File: config.mk
export PLATFORM = sky130hd
export DESIGN_NAME = hdmi_timing_gen
export DESIGN_NICKNAME = d
export VERILOG_FILES = /design/src/rtl/hdmi_timing_gen.sv
export SDC_FILE = /design/constraint.sdc
export NUM_CORES = 1
export LEC_CHECK = 0
export ABC_AREA = 1
export CORE_UTILIZATION = 58
export DETAILED_ROUTE_END_ITERATION = 8
export GPL_TIMING_DRIVEN = 0
export PLACE_DENSITY = 0.85
export SLEW_MARGIN = 10
export SYNTH_ARGS = -nofsm -noshare
export SYNTH_HDL_FRONTEND = slang
export SYNTH_SLANG_ARGS = --single-unit
File: constraint.sdc
create_clock -name clk -period 3.1 [get_ports clk]
set_clock_uncertainty 0.15 [all_clocks]
set_input_delay 0.31 -clock clk [delete_from_list [all_inputs] [get_ports clk]]
set_output_delay 0.31 -clock clk [all_outputs]
set_load 0.01 [all_outputs]
File: src/rtl/hdmi_timing_gen.sv
`default_nettype none
// ============================================================================
// Module   : hdmi_timing_gen
// Purpose  : 1080p60 raster timing (hs/vs/de) with an 8-bar colour test pattern.
// Revision : 1.0 - initial release
// ============================================================================
module hdmi_timing_gen #(
    parameter int   H_ACTIVE = 1920,
    parameter int   H_FP     = 88,
    parameter int   H_SYNC   = 44,
    parameter int   H_BP     = 148,
    parameter int   V_ACTIVE = 1080,
    parameter int   V_FP     = 4,
    parameter int   V_SYNC   = 5,
    parameter int   V_BP     = 36,
    parameter logic HS_POL   = 1'b1,
    parameter logic VS_POL   = 1'b1
) (
    input  logic       clk,
    input  logic       rst,
    output logic       hs,
    output logic       vs,
    output logic       de,
    output logic [7:0] rgb_r,
    output logic [7:0] rgb_g,
    output logic [7:0] rgb_b
);

    localparam int         BAR_W       = H_ACTIVE / 8;
    localparam logic [11:0] c_h_last   = 12'(H_ACTIVE + H_FP + H_SYNC + H_BP - 1);
    localparam logic [11:0] c_v_last   = 12'(V_ACTIVE + V_FP + V_SYNC + V_BP - 1);
    localparam logic [11:0] c_h_active = 12'(H_ACTIVE);
    localparam logic [11:0] c_v_active = 12'(V_ACTIVE);
    localparam logic [11:0] c_hs_start = 12'(H_ACTIVE + H_FP);
    localparam logic [11:0] c_hs_end   = 12'(H_ACTIVE + H_FP + H_SYNC);
    localparam logic [11:0] c_vs_start = 12'(V_ACTIVE + V_FP);
    localparam logic [11:0] c_vs_end   = 12'(V_ACTIVE + V_FP + V_SYNC);

    logic [11:0] h_cnt_q, h_cnt_d;
    logic [11:0] v_cnt_q, v_cnt_d;
    logic        hs_q, hs_d;
    logic        vs_q, vs_d;
    logic        de_q, de_d;
    logic [23:0] rgb_q, rgb_d;
    logic [2:0]  w_bar;

    always_comb begin
        h_cnt_d = h_cnt_q + 12'd1;
        v_cnt_d = v_cnt_q;
        if (h_cnt_q == c_h_last) begin
            h_cnt_d = 12'd0;
            v_cnt_d = (v_cnt_q == c_v_last) ? 12'd0 : v_cnt_q + 12'd1;
        end
    end

    // Compare chain: the last threshold passed selects the bar, clamping at 7.
    always_comb begin
        w_bar = 3'd0;
        for (int i = 1; i < 8; i++) begin
            if (h_cnt_q >= 12'(i * BAR_W)) begin
                w_bar = 3'(i);
            end
        end
    end

    always_comb begin
        de_d = (h_cnt_q < c_h_active) && (v_cnt_q < c_v_active);
        hs_d = ((h_cnt_q >= c_hs_start) && (h_cnt_q < c_hs_end)) ? HS_POL : ~HS_POL;
        vs_d = ((v_cnt_q >= c_vs_start) && (v_cnt_q < c_vs_end)) ? VS_POL : ~VS_POL;
        // Bar order white..black is a binary count on inverted (G,R,B) bits.
        rgb_d = {{8{~w_bar[1]}}, {8{~w_bar[2]}}, {8{~w_bar[0]}}};
        if (!de_d) begin
            rgb_d = 24'h000000;
        end
    end

    always_ff @(posedge clk) begin
        if (rst) begin
            h_cnt_q <= 12'd0;
            v_cnt_q <= 12'd0;
            hs_q    <= ~HS_POL;
            vs_q    <= ~VS_POL;
            de_q    <= 1'b0;
            rgb_q   <= 24'h000000;
        end else begin
            h_cnt_q <= h_cnt_d;
            v_cnt_q <= v_cnt_d;
            hs_q    <= hs_d;
            vs_q    <= vs_d;
            de_q    <= de_d;
            rgb_q   <= rgb_d;
        end
    end

    assign hs    = hs_q;
    assign vs    = vs_q;
    assign de    = de_q;
    assign rgb_r = rgb_q[23:16];
    assign rgb_g = rgb_q[15:8];
    assign rgb_b = rgb_q[7:0];

endmodule
`default_nettype wire

* Word-level counts from Yosys, hierarchy flattened *
Index checks and enable logic that the tools add are counted.

word-level totals
  register bits = 44
  bits of input ports = 2
  output and inout bits = 27
  word-level logic and storage cells = 42

operators by class
  $add $sub $neg = 2
  magnitude comparators = 13
  equality and inequality tests = 2
  multiplexer cells = 10
  bitwise operators = 4
  reduce and logical (&&, ||, !) cells = 5

operators with widths
  cell                                                                                    count
  12-bit by 11-bit greater-or-equal comparator with 1-bit output (second input constant)  5
  12-bit by 11-bit less-than comparator with 1-bit output (second input constant)         3
  12-bit by 1-bit adder with 12-bit output (second input constant)                        2
  12-bit by 10-bit greater-or-equal comparator with 1-bit output (second input constant)  2
  3-bit 2-to-1 mux                                                                        6
  12-bit by 11-bit equality test with 1-bit output (second input constant)                1
  12-bit equality test (second input constant)                                            1
  12-bit by 8-bit greater-or-equal comparator with 1-bit output (second input constant)   1
  12-bit by 9-bit greater-or-equal comparator with 1-bit output (second input constant)   1
  12-bit less-than comparator (second input constant)                                     1
  12-bit 2-to-1 mux                                                                       1
  1-bit inverter                                                                          4
  2-bit OR reduction                                                                      2
  1-bit logical AND                                                                       3
  1-bit 2-to-1 mux                                                                        3

* Depth between registers and ports, before layout *
  word-level depth = 9
  depth in mapped cells = 11

* Worst setup path after synthesis *
Ideal clock, no wire load.

  path kind = register to register
  start point = reg h_cnt_q[0]
  end point = reg v_cnt_q[6]
  setup time = 111 ps
  arrival time = 1,229 ps
  data required time = 2,839 ps
  slack = 1,610 ps
  stages on the path, launching flop included = 12
  period minus slack after synthesis = 1,490 ps
  path through = dfxtp_1 > ha_1 > nand2_1 > inv_1 > nand2_1 > nor2_4 > nand2_4 > inv_4 > buf_12 > nand4_1 > nand2_1 > nor2_1

on the way
  cells in the longest elaborated chain, start to end = 1

ends and longest elaborated chain
  what                      RTL line  RTL
  start: declaration        39        logic [11:0] h_cnt_q, h_cnt_d;
  start signal: assignment  86        h_cnt_q <= h_cnt_d;
  12-bit equality test      50        if (h_cnt_q == c_h_last) begin
  end signal: assignment    87        v_cnt_q <= v_cnt_d;
  end: declaration          40        logic [11:0] v_cnt_q, v_cnt_d;

Every way passes these cells.
A chain may end at the register's enable or synchronous reset.

==> flow_summary.rst <==
.. list-table::
   :header-rows: 1

   * - Metric
     - Value
   * - Root Driver
     - clkbuf_4
   * - Transition time at the pin with the least slew margin
     - 0.5184 ns
   * - Proportion of register bits with asynchronous set or reset after synthesis
     - 0
   * - Boundary pin count
     - 29
   * - Synthesized-area fraction occupied by and/or/nand/nor cells
     - 0.3751
   * - Die Height
     - 59.96 microns
   * - Layout Nets
     - 325
   * - Largest fanout of any net on the critical path
     - 8
   * - Max-Cap Viols
     - 0
   * - Primary flip-flop cell chosen by synthesis mapping
     - dfxtp_1
   * - Wire length on met3
     - 181 microns
   * - Crit path launch type
     - flip-flop
   * - Std-Cell Core Area
     - 3128 sq um
   * - Remaining routing DRC violations
     - 0
   * - Initial antenna violation count
     - 0
   * - Post-synthesis instance area
     - 1948 sq um
   * - Max transition margin
     - 0.6544
   * - Final wirelength
     - 4050 microns
   * - Synth Net Count
     - 291
   * - Share of post-route cells with drive strength above 1
     - 0.1813
   * - Compound-Gate Fraction of Synth Area
     - 0.09634
   * - Commonest non-fill, non-tap cell in the layout
     - nand2_1
   * - Share of the yosys chip area belonging to registers
     - 0.3083
   * - Synthesis-stage register bit count
     - 30
   * - Worst flop-to-flop path startpoint
     - v_cnt_q[0]
   * - Growth of design area from synthesis to finish
     - 19.78%
   * - Via count normalized by instance count
     - 4.929
   * - Diodes inserted
     - 0
   * - Setup-failing EPs final
     - 0
   * - TritonCTS Buffers
     - 5
   * - Non-filler instance count after layout
     - 364
   * - Final worst hold slack
     - 0.2463 ns
   * - Routed wire length per instance
     - 11.13 microns
   * - Post-Route M1 WL
     - 1893 microns
   * - Synth warn
     - 0
   * - Violation count after the first detailed-routing iteration
     - 105
   * - Clk sink count
     - 30
   * - Maximum number of pins on one net before global-route repair
     - 11
   * - R2R Setup Slk
     - 1.44 ns
   * - Worst r2r path cells
     - 9
   * - GR Util All Layers
     - 0.2481
   * - Number of optimization iterations in the first detailed-route pass
     - 5
   * - Number of inserted filler cells in the final layout
     - 269
   * - Maximum count of clock buffers along a single path
     - 2
   * - Classification of the worst setup path
     - reg -> out
   * - Buffers on Ports
     - 27
   * - Worst hold endpoint
     - v_cnt_q[9]
   * - Depth of the worst hold-timing path
     - 2
   * - Post-synthesis mux area share
     - 0
   * - Hold Path Origin
     - rst
   * - Max-slew violation count
     - 0
   * - Hold violation count in the final report
     - 0
   * - Fmax
     - 514.9 MHz
   * - Type of destination of the critical path
     - output pin
   * - Clock transition at the register clock pins on the worst setup and hold paths after CTS
     - 0.10 ns
   * - Post-cts resize count
     - 0
   * - Antenna violation net count after detailed routing
     - 0
   * - Post-synthesis adder-cell area fraction
     - 0.02569
   * - Top library cells by usage in the layout, fill and taps aside
     - nand2_1 (68), nor2_1 (37), inv_1 (32)
   * - Count of placed standard cells including taps
     - 356
   * - Highest routed layer
     - met4
   * - CTS H-Tree Depth
     - 2
   * - GP Congestion
     - 0.9057
   * - Data arrival, critical path
     - 1.48 ns
   * - Reg-to-Reg End
     - v_cnt_q[5]
   * - Count of hold-fix buffers inserted at cts
     - 0
   * - Clock tree from TritonCTS
     - yes
   * - Cell count after synthesis
     - 285
   * - Smallest setup slack after layout
     - 1.158 ns
   * - Syn avg cell area
     - 6.836 sq um
   * - Congestion Overflow GR
     - 0
   * - Largest voltage drop on the vdd net
     - 266.7 uV
   * - Die X-Extent
     - 59.96 microns
   * - Site row count
     - 20
   * - Post-CTS Setup Repair Bufs
     - 0
   * - Final critical delay including setup and external delays
     - 1.942 ns
   * - Met2 routed wirelength
     - 1932 microns
   * - Number of global-route vias before repair
     - 1,578
   * - Floorplan die area
     - 3595 sq um
   * - Detailed placement HPWL
     - 3165 microns
   * - Initial Utilization
     - 0.6228
   * - Xor and xnor fraction of the mapped netlist area
     - 0.01798
   * - Unrepaired setup endpoints after global routing
     - false
   * - Final TNS setup
     - 0 ns
   * - Final period util
     - 0.6265
   * - Clock latency of the later-clocked register in the worst-skew pair
     - 0.34 ns
   * - Global-route wire length before repair
     - 6658 microns
   * - Power per standard cell area
     - 311.2 nW/um^2
   * - Unique cell type count in the Yosys netlist
     - 34
   * - Setup slack at placement
     - 1.451 ns
   * - Leakage power figure
     - 0.9924 nW
   * - Run status
     - finished, final reports clean
   * - Dominant combinational cell family by area after synthesis
     - simple AND/OR/NAND/NOR gates
   * - Data required, critical path
     - 2.64 ns
   * - Path type of the worst min-delay path
     - in -> reg
   * - Vias after detailed routing
     - 1,794
   * - Number of enable flip-flop cells after synthesis
     - 0
metrics by stage:
step,area (sq um),power [W],utilization
after detailed placement,2273,0.0004911,0.7268
final,2333,0.0007262,0.7460
after global placement,2273,0.0004886,0.7268
after CTS,2333,0.0007374,0.7460
after floorplan,1948,0.0004517,-
after global routing,2333,0.0007601,0.7460
layer usage:
layer  vias to the layer above  global-route usage
li1                        961                   -
met3                         4             0.07143
met2                        43              0.4095
met1                       786              0.3091
met5                         -                   0
met4                         0             0.07973
Yosys cell counts, drive strengths merged, types with 2 or more instances:
library cell | n | area, sq um
a21oi | 18 | 108.9
buf | 26 | 210.2
dfxtp | 30 | 600.6
ha | 4 | 50.05
inv | 34 | 130.1
nand2 | 71 | 279.0
nand3 | 22 | 140.1
nand4 | 9 | 56.30
nor2 | 42 | 180.2
nor3 | 9 | 55.05
o211ai | 2 | 15.01
o21ai | 6 | 33.78
xor2 | 4 | 35.03
registers in the layout, indices dropped and copies added (netlist names):
signal,flops
v_cnt_q,12
rgb_q,3
hs,1
vs,1
h_cnt_q,12
de,1
power breakdown:
group | internal [W] | leakage [nW] | switching, W
Clock | 0.000110 | 0.0353 | 0.000135
Combinational | 0.0000508 | 0.713 | 0.0000321
Sequential | 0.000391 | 0.244 | 0.00000692
worst max-delay path, stage by stage, from the launching register on:
cell and delay (ns):
dfxtp_1 0.46, buf_4 0.15, clkdlybuf4s50_1 0.54
worst max-delay path by stage:
stage / from / to / cells past startpoint
floorplan: h_cnt_q[0] / v_cnt_q[6] / 11
global placement: h_cnt_q[0] / h_cnt_q[10] / 8
detailed placement: rst / h_cnt_q[6] / 5
CTS: rgb_q[7] / rgb_b[3] / 2
global route: rgb_q[16] / rgb_r[7] / 2
finish: rgb_q[7] / rgb_b[3] / 2
cell type report:
cell class / count / area [sq um] / share of cell area
multi-input combinational: 194 / 1003 / 0.4300
clock buffer: 7 / 55.05 / 0.02359
tap: 44 / 55.05 / 0.02359
timing repair buffer: 27 / 270.3 / 0.1158
sequential: 30 / 600.6 / 0.2574
clock inverter: 1 / 5.005 / 0.002145
inverter: 34 / 130.1 / 0.05576
buffer: 27 / 214.0 / 0.09169
logic make-up (layout without fill, tap and decap cells):
| logic type | after synthesis | count (layout) |
|---|---|---|
| xor+xnor | 4 | 4 |
| buf+inv | 61 | 96 |
| fa+ha+maj | 4 | 4 |
| compound gates | 30 | 30 |
| simple gates | 156 | 156 |
| flops | 30 | 30 |
Power figures use the tool's default switching activity.
